## config.mk

```make
export PLATFORM = sky130hd
export DESIGN_NAME = sensor_conditioner
export DESIGN_NICKNAME = d
export VERILOG_FILES = /design/src/rtl/light_package.sv /design/src/rtl/sensor_channel.sv /design/src/rtl/sensor_conditioner.sv
export SDC_FILE = /design/constraint.sdc
export NUM_CORES = 1
export LEC_CHECK = 0
export CAP_MARGIN = 25
export CORE_ASPECT_RATIO = 1.1
export CORE_MARGIN = 5
export CORE_UTILIZATION = 48
export CTS_CLUSTER_SIZE = 8
export DETAILED_ROUTE_END_ITERATION = 12
export PLACE_DENSITY_LB_ADDON = 0.3
export RECOVER_POWER = 25
export SYNTH_ARGS = -nofsm -noshare
export SYNTH_HDL_FRONTEND = slang
export SYNTH_SLANG_ARGS = --single-unit
```

## constraint.sdc

```tcl
create_clock -name clk -period 1.7 [get_ports clk]
set_clock_uncertainty 0.1 [all_clocks]
set_input_delay 0.34 -clock clk [delete_from_list [all_inputs] [get_ports clk]]
set_output_delay 0.34 -clock clk [all_outputs]
set_load 0.01 [all_outputs]
```

## src/rtl/light_package.sv

```systemverilog
// Shared definitions for the loop-detector conditioning path.
//   SENSOR_CNT  : number of independent detector channels
//   deb_state_t : per-channel debounce state
package light_package;

  localparam int unsigned SENSOR_CNT = 5;

  typedef enum logic [1:0] {
    LO      = 2'd0,
    PEND_HI = 2'd1,
    HI      = 2'd2,
    PEND_LO = 2'd3
  } deb_state_t;

endpackage

```

## src/rtl/sensor_channel.sv

```systemverilog
// One detector channel: 2-flop synchronizer, debounce FSM, stuck detector.
// Ports:
//   clk       : rising-edge clock
//   reset     : synchronous active-low reset
//   raw       : asynchronous raw detector level
//   fault_clr : one-cycle pulse clearing the stuck flag and counter
//   sensor    : debounced level (registered)
//   fault     : sticky stuck flag (registered)
module sensor_channel
  import light_package::*;
#(
  parameter int unsigned DEB_CYCLES   = 3,
  parameter int unsigned STUCK_CYCLES = 64
) (
  input  logic clk,
  input  logic reset,
  input  logic raw,
  input  logic fault_clr,
  output logic sensor,
  output logic fault
);

  localparam int unsigned DW = $clog2(DEB_CYCLES + 1);
  localparam int unsigned SW = $clog2(STUCK_CYCLES + 1);

  logic            sync1;
  logic            sync2;
  deb_state_t      state;
  deb_state_t      state_nxt;
  logic [DW-1:0]   deb_cnt;
  logic [DW-1:0]   deb_cnt_nxt;
  logic            sensor_nxt;
  logic [SW-1:0]   stuck_cnt;
  logic [SW-1:0]   stuck_cnt_nxt;
  logic            fault_nxt;

  // Metastability synchronizer
  always_ff @(posedge clk) begin
    if (!reset) begin
      sync1 <= 1'b0;
      sync2 <= 1'b0;
    end else begin
      sync1 <= raw;
      sync2 <= sync1;
    end
  end

  // Debounce state register
  always_ff @(posedge clk) begin
    if (!reset) begin
      state   <= LO;
      deb_cnt <= '0;
      sensor  <= 1'b0;
    end else begin
      state   <= state_nxt;
      deb_cnt <= deb_cnt_nxt;
      sensor  <= sensor_nxt;
    end
  end

  // Debounce next-state: a level must be seen DEB_CYCLES times in a row
  always_comb begin
    state_nxt   = state;
    deb_cnt_nxt = deb_cnt;
    case (state)
      LO: begin
        if (sync2) begin
          if (DEB_CYCLES <= 1) begin
            state_nxt   = HI;
            deb_cnt_nxt = '0;
          end else begin
            state_nxt   = PEND_HI;
            deb_cnt_nxt = DW'(1);
          end
        end
      end
      PEND_HI: begin
        if (!sync2) begin
          state_nxt   = LO;
          deb_cnt_nxt = '0;
        end else if (deb_cnt == DW'(DEB_CYCLES - 1)) begin
          state_nxt   = HI;
          deb_cnt_nxt = '0;
        end else begin
          deb_cnt_nxt = deb_cnt + DW'(1);
        end
      end
      HI: begin
        if (!sync2) begin
          if (DEB_CYCLES <= 1) begin
            state_nxt   = LO;
            deb_cnt_nxt = '0;
          end else begin
            state_nxt   = PEND_LO;
            deb_cnt_nxt = DW'(1);
          end
        end
      end
      PEND_LO: begin
        if (sync2) begin
          state_nxt   = HI;
          deb_cnt_nxt = '0;
        end else if (deb_cnt == DW'(DEB_CYCLES - 1)) begin
          state_nxt   = LO;
          deb_cnt_nxt = '0;
        end else begin
          deb_cnt_nxt = deb_cnt + DW'(1);
        end
      end
      default: begin
        state_nxt   = LO;
        deb_cnt_nxt = '0;
      end
    endcase
    sensor_nxt = (state_nxt == HI) || (state_nxt == PEND_LO);
  end

  // Stuck detector register
  always_ff @(posedge clk) begin
    if (!reset) begin
      stuck_cnt <= '0;
      fault     <= 1'b0;
    end else begin
      stuck_cnt <= stuck_cnt_nxt;
      fault     <= fault_nxt;
    end
  end

  // Count consecutive asserted cycles; clear has priority over a new flag
  always_comb begin
    stuck_cnt_nxt = stuck_cnt;
    fault_nxt     = fault;
    if (fault_clr) begin
      stuck_cnt_nxt = '0;
      fault_nxt     = 1'b0;
    end else if (!sensor) begin
      stuck_cnt_nxt = '0;
    end else if (stuck_cnt != SW'(STUCK_CYCLES)) begin
      stuck_cnt_nxt = stuck_cnt + SW'(1);
      if (stuck_cnt_nxt == SW'(STUCK_CYCLES)) begin
        fault_nxt = 1'b1;
      end
    end
  end

endmodule

```

## src/rtl/sensor_conditioner.sv

```systemverilog
// Conditions five loop-detector inputs for the traffic light controller.
// Ports:
//   clk, reset            : rising-edge clock, synchronous active-low reset
//   *_raw                 : asynchronous raw detector levels
//   fault_clr             : one-cycle pulse clearing all stuck flags
//   *_sensor              : debounced levels (registered)
//   fault[4:0]            : stuck flags {e_left, e_str, w_left, w_str, ns}
//   fault_any             : OR of fault (combinational from fault flops)
module sensor_conditioner
  import light_package::*;
#(
  parameter int unsigned DEB_CYCLES   = 3,
  parameter int unsigned STUCK_CYCLES = 64
) (
  input  logic                  clk,
  input  logic                  reset,
  input  logic                  e_left_raw,
  input  logic                  e_str_raw,
  input  logic                  w_left_raw,
  input  logic                  w_str_raw,
  input  logic                  ns_raw,
  input  logic                  fault_clr,
  output logic                  e_left_sensor,
  output logic                  e_str_sensor,
  output logic                  w_left_sensor,
  output logic                  w_str_sensor,
  output logic                  ns_sensor,
  output logic [SENSOR_CNT-1:0] fault,
  output logic                  fault_any
);

  logic [SENSOR_CNT-1:0] raw_vec;
  logic [SENSOR_CNT-1:0] sensor_vec;

  assign raw_vec = {e_left_raw, e_str_raw, w_left_raw, w_str_raw, ns_raw};

  // Independent channels, one per detector
  for (genvar i = 0; i < SENSOR_CNT; i++) begin : g_ch
    sensor_channel #(
      .DEB_CYCLES  (DEB_CYCLES),
      .STUCK_CYCLES(STUCK_CYCLES)
    ) u_ch (
      .clk      (clk),
      .reset    (reset),
      .raw      (raw_vec[i]),
      .fault_clr(fault_clr),
      .sensor   (sensor_vec[i]),
      .fault    (fault[i])
    );
  end

  assign {e_left_sensor, e_str_sensor, w_left_sensor, w_str_sensor, ns_sensor} = sensor_vec;
  assign fault_any = |fault;

endmodule

```

==> flow_summary.ini, run 1 <==
[placed_design]
dpl-instance-area_um2 = 3633
place_hpwl_mm = 4.285
port_buffers = 18
gp_congestion = 0.8562
place_inst = 451

[grt]
antenna_found_initial = 0
grt-ovfl-total = 0
grt_pass1_vias = 2350
grt_pass1_wl_mm = 9.922
track_usage_pct = 14.33
grt_max_degree = 35

[job]
maxCapViolations = 0

[worst_setup_path]
rrSetupSlack_ps = 100
reg2reg_depth = 5
cp-end-kind = primary output
cp-start-kind = flip-flop
path_class = reg -> out
cp-endpoint = fault_any
cp_data_required_time_ps = 1260
worst_ep_arrival_time_ps = 1180
timing.rr.end = g_ch[4].u_ch.fault
cp_max_fo = 3
startpoint = g_ch[2].u_ch.fault
r2r_start = g_ch[4].u_ch.stuck_cnt[1]

[final_layout]
drive_above_1_share_pct = 9.610
final_cells = 467
antennaDiodeCount = 0
fin_area_um2 = 3869
area_growth_pct = 16.33
fillers = 640
multi_input_area_um2 = 1742
register_area_um2 = 1484
finalCoreUtilization_pct = 57.99
fin_nets = 401

[routing]
vias = 2472
wire_per_inst_um = 12.36
firstDrtPassIters = 4
drtAntennaViolNets = 0
drc = 0
viasPerCell = 5.293
drt_first_iter_violations = 80
drt_wl_total_mm = 5.774

[timing]
clock.fmax_mhz = 618.8
setup_viol_count_final = 0
max_slew_margin_pct = 67.93
period_share_pct = 95.07
finalCriticalPeriod_ps = 1616
hold_viol = 0
rsz0062_at_grt = false
tightest_slew_ps = 481.0
slew_viol_final = 0

[clock_tree]
htree_levels = 3
cts_tree = built
clk_path_buf_depth = 2
hold_buffers = 0
cts_root_buf = clkbuf_8
numClockSinks = 74
clkTransAtPathRegs_ps = 80
insertion_delay_ps = 350
cts-buffers-inserted = 9
postCtsSetupBuffers = 0

[logic_synthesis]
synth_cells = 351
syn_avg_cell_area_um2 = 9.475
synth-seq-cells = 74
async_flop_share_pct = 0
netlist_area_um2 = 3326
syn-num-nets = 372
ys.flop_type = dfxtp_1
synth-seq-area-share_pct = 44.54
synth-edff-count = 0
yosysWarnings = 0
yosysUniqueCellTypes = 40

[power]
seqPwrFrac_pct = 50.8
switching_power_w = 0.0007006
ir_drop_uv = 576.8
p_per_area_nw_per_um2 = 897.9
netSwitchingFraction_pct = 20.17
leakagePower_nw = 1.553
p_clk_share_pct = 47.3
power_frac_comb_pct = 1.9
p_int_w = 0.002773

[die]
rows = 31
chipWidth_um = 89.37
core_um2 = 6671
initial_core_util_pct = 49.85
boundaryPins = 19
die_area_um2 = 8695
die_h_um = 97.30

[worst_hold_path]
hp-class = reg -> reg

[outcome]
status = finished, final reports clean
## cell families after synthesis
logic type                 Yosys count  synth area share (%)
adders and majority gates           13                 4.891
xor gates and xnor gates            33                 8.691
and+or+nand+nor                    156                 25.73
buffers and inverters               21                 3.236
AOI/OAI and AO/OA                   47                 10.80
DFF                                 74                 44.54
muxes                                7                 2.107
## Yosys cell counts, drive strengths merged, types with 3 or more instances
cell type | n | area share [%]
a21boi | 5 | 1.1
a21oi | 10 | 1.5
a2bb2oi | 3 | 0.79
and2 | 10 | 1.9
and3 | 5 | 0.94
buf | 8 | 1.8
clkbuf | 3 | 0.34
dfxtp | 74 | 45
ha | 13 | 4.9
inv | 10 | 1.1
mux2i | 7 | 2.1
nand2 | 29 | 3.7
nand3 | 15 | 2.3
nand3b | 5 | 1.1
nand4 | 3 | 0.56
nand4b | 5 | 1.3
nand4bb | 3 | 1.0
nor2 | 37 | 4.2
nor2b | 9 | 1.7
nor3 | 10 | 1.5
nor3b | 3 | 0.68
nor4 | 3 | 0.56
o211a | 5 | 1.5
o211ai | 3 | 1.1
o21ai | 10 | 1.5
o31a | 3 | 0.79
o31ai | 3 | 0.68
o41ai | 5 | 1.8
or2 | 6 | 1.1
or3 | 5 | 0.94
or3b | 5 | 1.3
xnor2 | 15 | 4.0
xor2 | 18 | 4.7
## power groups by stage
| stage | sequential (W) | combinational, W | clock [W] |
|---|---|---|---|
| 2_1_floorplan | 0.00180 | 0.0000414 | 0 |
| 3_3_place_gp | 0.00180 | 0.0000676 | 0 |
| 3_5_place_dp | 0.00181 | 0.0000694 | 0 |
| 4_1_cts | 0.00176 | 0.0000697 | 0.00170 |
| 5_1_grt | 0.00177 | 0.0000731 | 0.00177 |
| 6_report | 0.00176 | 0.0000669 | 0.00164 |
## critical path: stages (launching register included)
cell           delay (ps)
dfxtp_2               350
nor3_2                140
nand2_1                60
dlygate4sd2_1         280
## placed cells by master, fill, tap and decap left out, types with 4 or more instances in the layout
cell / instances
dfxtp_1: 72
and2_1: 8
nand3_1: 15
xnor2_1: 15
nor2_1: 37
and3_1: 5
nand3b_1: 5
mux2i_1: 7
nand4b_1: 5
clkbuf_8: 9
clkdlybuf4s50_1: 6
inv_1: 10
or3b_1: 5
o21ai_0: 10
dlygate4sd2_1: 10
a21boi_0: 4
nor2b_1: 9
o211a_1: 5
nor3_1: 9
or2_1: 6
nand2_1: 27
xor2_1: 18
or3_1: 5
ha_1: 13
buf_4: 9
a21oi_1: 10
## final cells by class
cell class              count  share of cell area (%)
clock buffers              10                   3.299
clock inverters             6                   2.911
repair buffers             29                   6.792
flip-flops and latches     74                   38.36
multi-input cells         256                   45.02
inverters                  10                  0.9702
well taps                  82                   2.652
## registers in the layout, summed over array words and instances (netlist names)
name	cells
g_ch.u_ch.stuck_cnt	35
g_ch.u_ch.deb_cnt	10
g_ch.u_ch.state	10
g_ch.u_ch.fault	5
g_ch.u_ch.sync1	5
g_ch.u_ch.sync2	5
g_ch.u_ch.sensor	4
## through the flow
stage | setup TNS, ps | setup slack, ps | power [W] | hold slack [ps]
floorplan | 0 | 247.2 | 0.001844 | 311.9
global placement | -815.8 | -116.3 | 0.001872 | 313.8
detailed placement | -1141 | -141.2 | 0.001875 | 322.7
CTS | 0 | 14.78 | 0.003532 | 341.9
global route | 0 | 2.830 | 0.003607 | 357.7
finish | 0 | 83.86 | 0.003474 | 337.1
## metal layers
layer / part of all wire [%] / GRT usage [%]
met5: 0 / 0
met3: 4.0 / 4.326
met1: 45 / 16.89
met2: 48 / 23.14
met4: 2.4 / 6.987
## worst min path at each step
stage,start,endpoint,cells past startpoint
after detailed placement,g_ch[2].u_ch.sync1,g_ch[2].u_ch.sync2,1
after global placement,g_ch[4].u_ch.sync1,g_ch[4].u_ch.sync2,1
after global routing,g_ch[4].u_ch.sync1,g_ch[4].u_ch.sync2,1
after CTS,g_ch[2].u_ch.sync1,g_ch[2].u_ch.sync2,1
final,g_ch[4].u_ch.sync1,g_ch[4].u_ch.sync2,1
after floorplan,g_ch[0].u_ch.sync1,g_ch[0].u_ch.sync2,1
## what timing repair did
| item | 4_1_cts | 5_1_grt |
|---|---|---|
| gates resized for setup | 11 | 3 |
| setup endpoints to repair | 10 | 2 |
| cloned | 0 | 0 |
Power figures use the tool's default switching activity.
==> run 2: changes to the inputs <==
Settings changed: PLACE_DENSITY_LB_ADDON 0.3 to 0.05.
==> flow_summary.ini, run 2 (synthesis gave the netlist of run 1 again) <==
[routing]
drc = 0
viasPerCell = 5.200
vias = 2449
wire_per_inst_um = 12.31
drtAntennaViolNets = 0
firstDrtPassIters = 4
drt_wl_total_mm = 5.796
drt_first_iter_violations = 85

[grt]
antenna_found_initial = 0
grt_pass1_vias = 2291
grt_max_degree = 35
grt_pass1_wl_mm = 10.26
track_usage_pct = 14.68
grt-ovfl-total = 0

[die]
rows = 31
die_area_um2 = 8695
core_um2 = 6671
chipWidth_um = 89.37
initial_core_util_pct = 49.85
boundaryPins = 19
die_h_um = 97.30

[final_layout]
register_area_um2 = 1485
top_register = g_ch.u_ch.stuck_cnt
largest_reg_flops = 35
layout_common_cells = dfxtp_1 (71), nor2_1 (37), nand2_1 (27)
multi_input_area_um2 = 1755
antennaDiodeCount = 0
fillers = 622
fin_nets = 405
area_growth_pct = 16.63
drive_above_1_share_pct = 11.83
reg_top3 = g_ch.u_ch.stuck_cnt (35), g_ch.u_ch.deb_cnt (10), g_ch.u_ch.state (10)
layout_commonest_cell = dfxtp_1

[timing]
max_slew_margin_pct = 64.33
tightest_slew_ps = 535.0
slew_viol_final = 0
finalCriticalPeriod_ps = 1560
period_share_pct = 91.75
hold_viol = 0
clock.fmax_mhz = 641.1
rsz0062_at_grt = false
setup_viol_count_final = 0
fin_hold_ws_ps = 334.0

[power]
p_per_area_nw_per_um2 = 850.0
total_power_w = 0.003297
ir_drop_uv = 620.7
leakagePower_nw = 1.568

[worst_setup_path]
critPathSlowestCell = dfxtp_1
reg2reg_depth = 6
cp-end-kind = flip-flop
cp-start-kind = flip-flop
cp_max_fo = 5
cp_cell_sequence = inv_1, ha_1, nand4bb_1, o211ai_2, o31ai_1, o31a_1
r2r_start = g_ch[3].u_ch.stuck_cnt[0]
crit_family = compound AO/OA/AOI/OAI gates
cp_data_required_time_ps = 1880
worst_ep_arrival_time_ps = 1740
path_class = reg -> reg
rrSetupSlack_ps = 140
timing.rr.end = g_ch[3].u_ch.fault
path_buf_inv = 1
crit_path_max_incr_delay_ps = 410

[clock_tree]
hold_buffers = 0
cts_tree = built
numClockSinks = 74
cts_root_buf = clkbuf_8
clk_path_buf_depth = 2
htree_levels = 3
insertion_delay_ps = 330
postCtsSetupBuffers = 0
cts-buffers-inserted = 9
clkTransAtPathRegs_ps = 80

[placed_design]
place_hpwl_mm = 4.151
port_buffers = 18
gp_congestion = 0.8061

[worst_hold_path]
min-delay-start = g_ch[2].u_ch.sync1
hold_depth = 1
hp-class = reg -> reg
hold_path_end = g_ch[2].u_ch.sync2

[job]
maxCapViolations = 0

[outcome]
status = finished, final reports clean
run 2: report_power, final:
part	internal [W]	total (W)	switching, W	leakage, nW
Sequential	0.00175	0.00176	0.0000123	0.601
Clock	0.000823	0.00146	0.000642	0.105
Combinational	0.0000400	0.0000675	0.0000275	0.862
Total	0.00262	0.00330	0.000681	1.57
run 2: worst max path at each step:
| stage | startpoint | endpoint | slack, ps | cells past startpoint |
|---|---|---|---|---|
| floorplan | g_ch[4].u_ch.stuck_cnt[0] | g_ch[4].u_ch.fault | 250 | 6 |
| global placement | fault_clr | g_ch[3].u_ch.fault | -90 | 5 |
| detailed placement | reset | g_ch[3].u_ch.fault | -140 | 5 |
| CTS | g_ch[4].u_ch.fault | fault[4] | 10 | 1 |
| global route | g_ch[3].u_ch.stuck_cnt[0] | g_ch[3].u_ch.fault | 20 | 6 |
| finish | g_ch[3].u_ch.stuck_cnt[0] | g_ch[3].u_ch.fault | 140 | 6 |
run 2: repair_timing:
item | in CTS | in global routing
resized for setup | 13 | 7
hold endpoints to repair | 0 | 0
pin swaps | 1 | 0
setup endpoints to repair | 9 | 4
run 2: routing by layer:
metal  track usage (%)  routed length [um]  vias to the layer above
met3             3.053                 223                       10
met5                 0                   0                        -
met1             19.33                2803                     1130
met2             22.58                2665                       31
met4             6.873                 104                        0
li1                  -                   -                     1278
run 2: cell type report:
cell class                      instances  share of cell area, %
Clock buffer                            9                  3.194
Clock inverter                          7                  2.419
Inverter                               10                 0.9677
Multi-Input combinational cell        256                  45.26
Sequential cell                        74                  38.29
Tap cell                               82                  2.645
Timing Repair Buffer                   33                  7.226
run 2: metrics by stage:
stage          instance area [um2]  utilization, %  instances  worst slack (ps)  TNS, ps
4_1_cts                       3866           57.95        471             11.10        0
5_1_grt                       3879           58.14        471             16.79        0
6_report                      3879           58.14        471             140.2        0
3_3_place_gp                  3651           54.73        455            -90.66   -622.0
3_5_place_dp                  3651           54.73        455            -141.5    -1032
2_1_floorplan                 3326               -        351             247.2        0
==> run 3: changes to the inputs <==
Settings changed: HOLD_SLACK_MARGIN from default to 0.02.
==> results of run 3 <==
No change in the layout: final DEF, timing and power equal those of run 2.
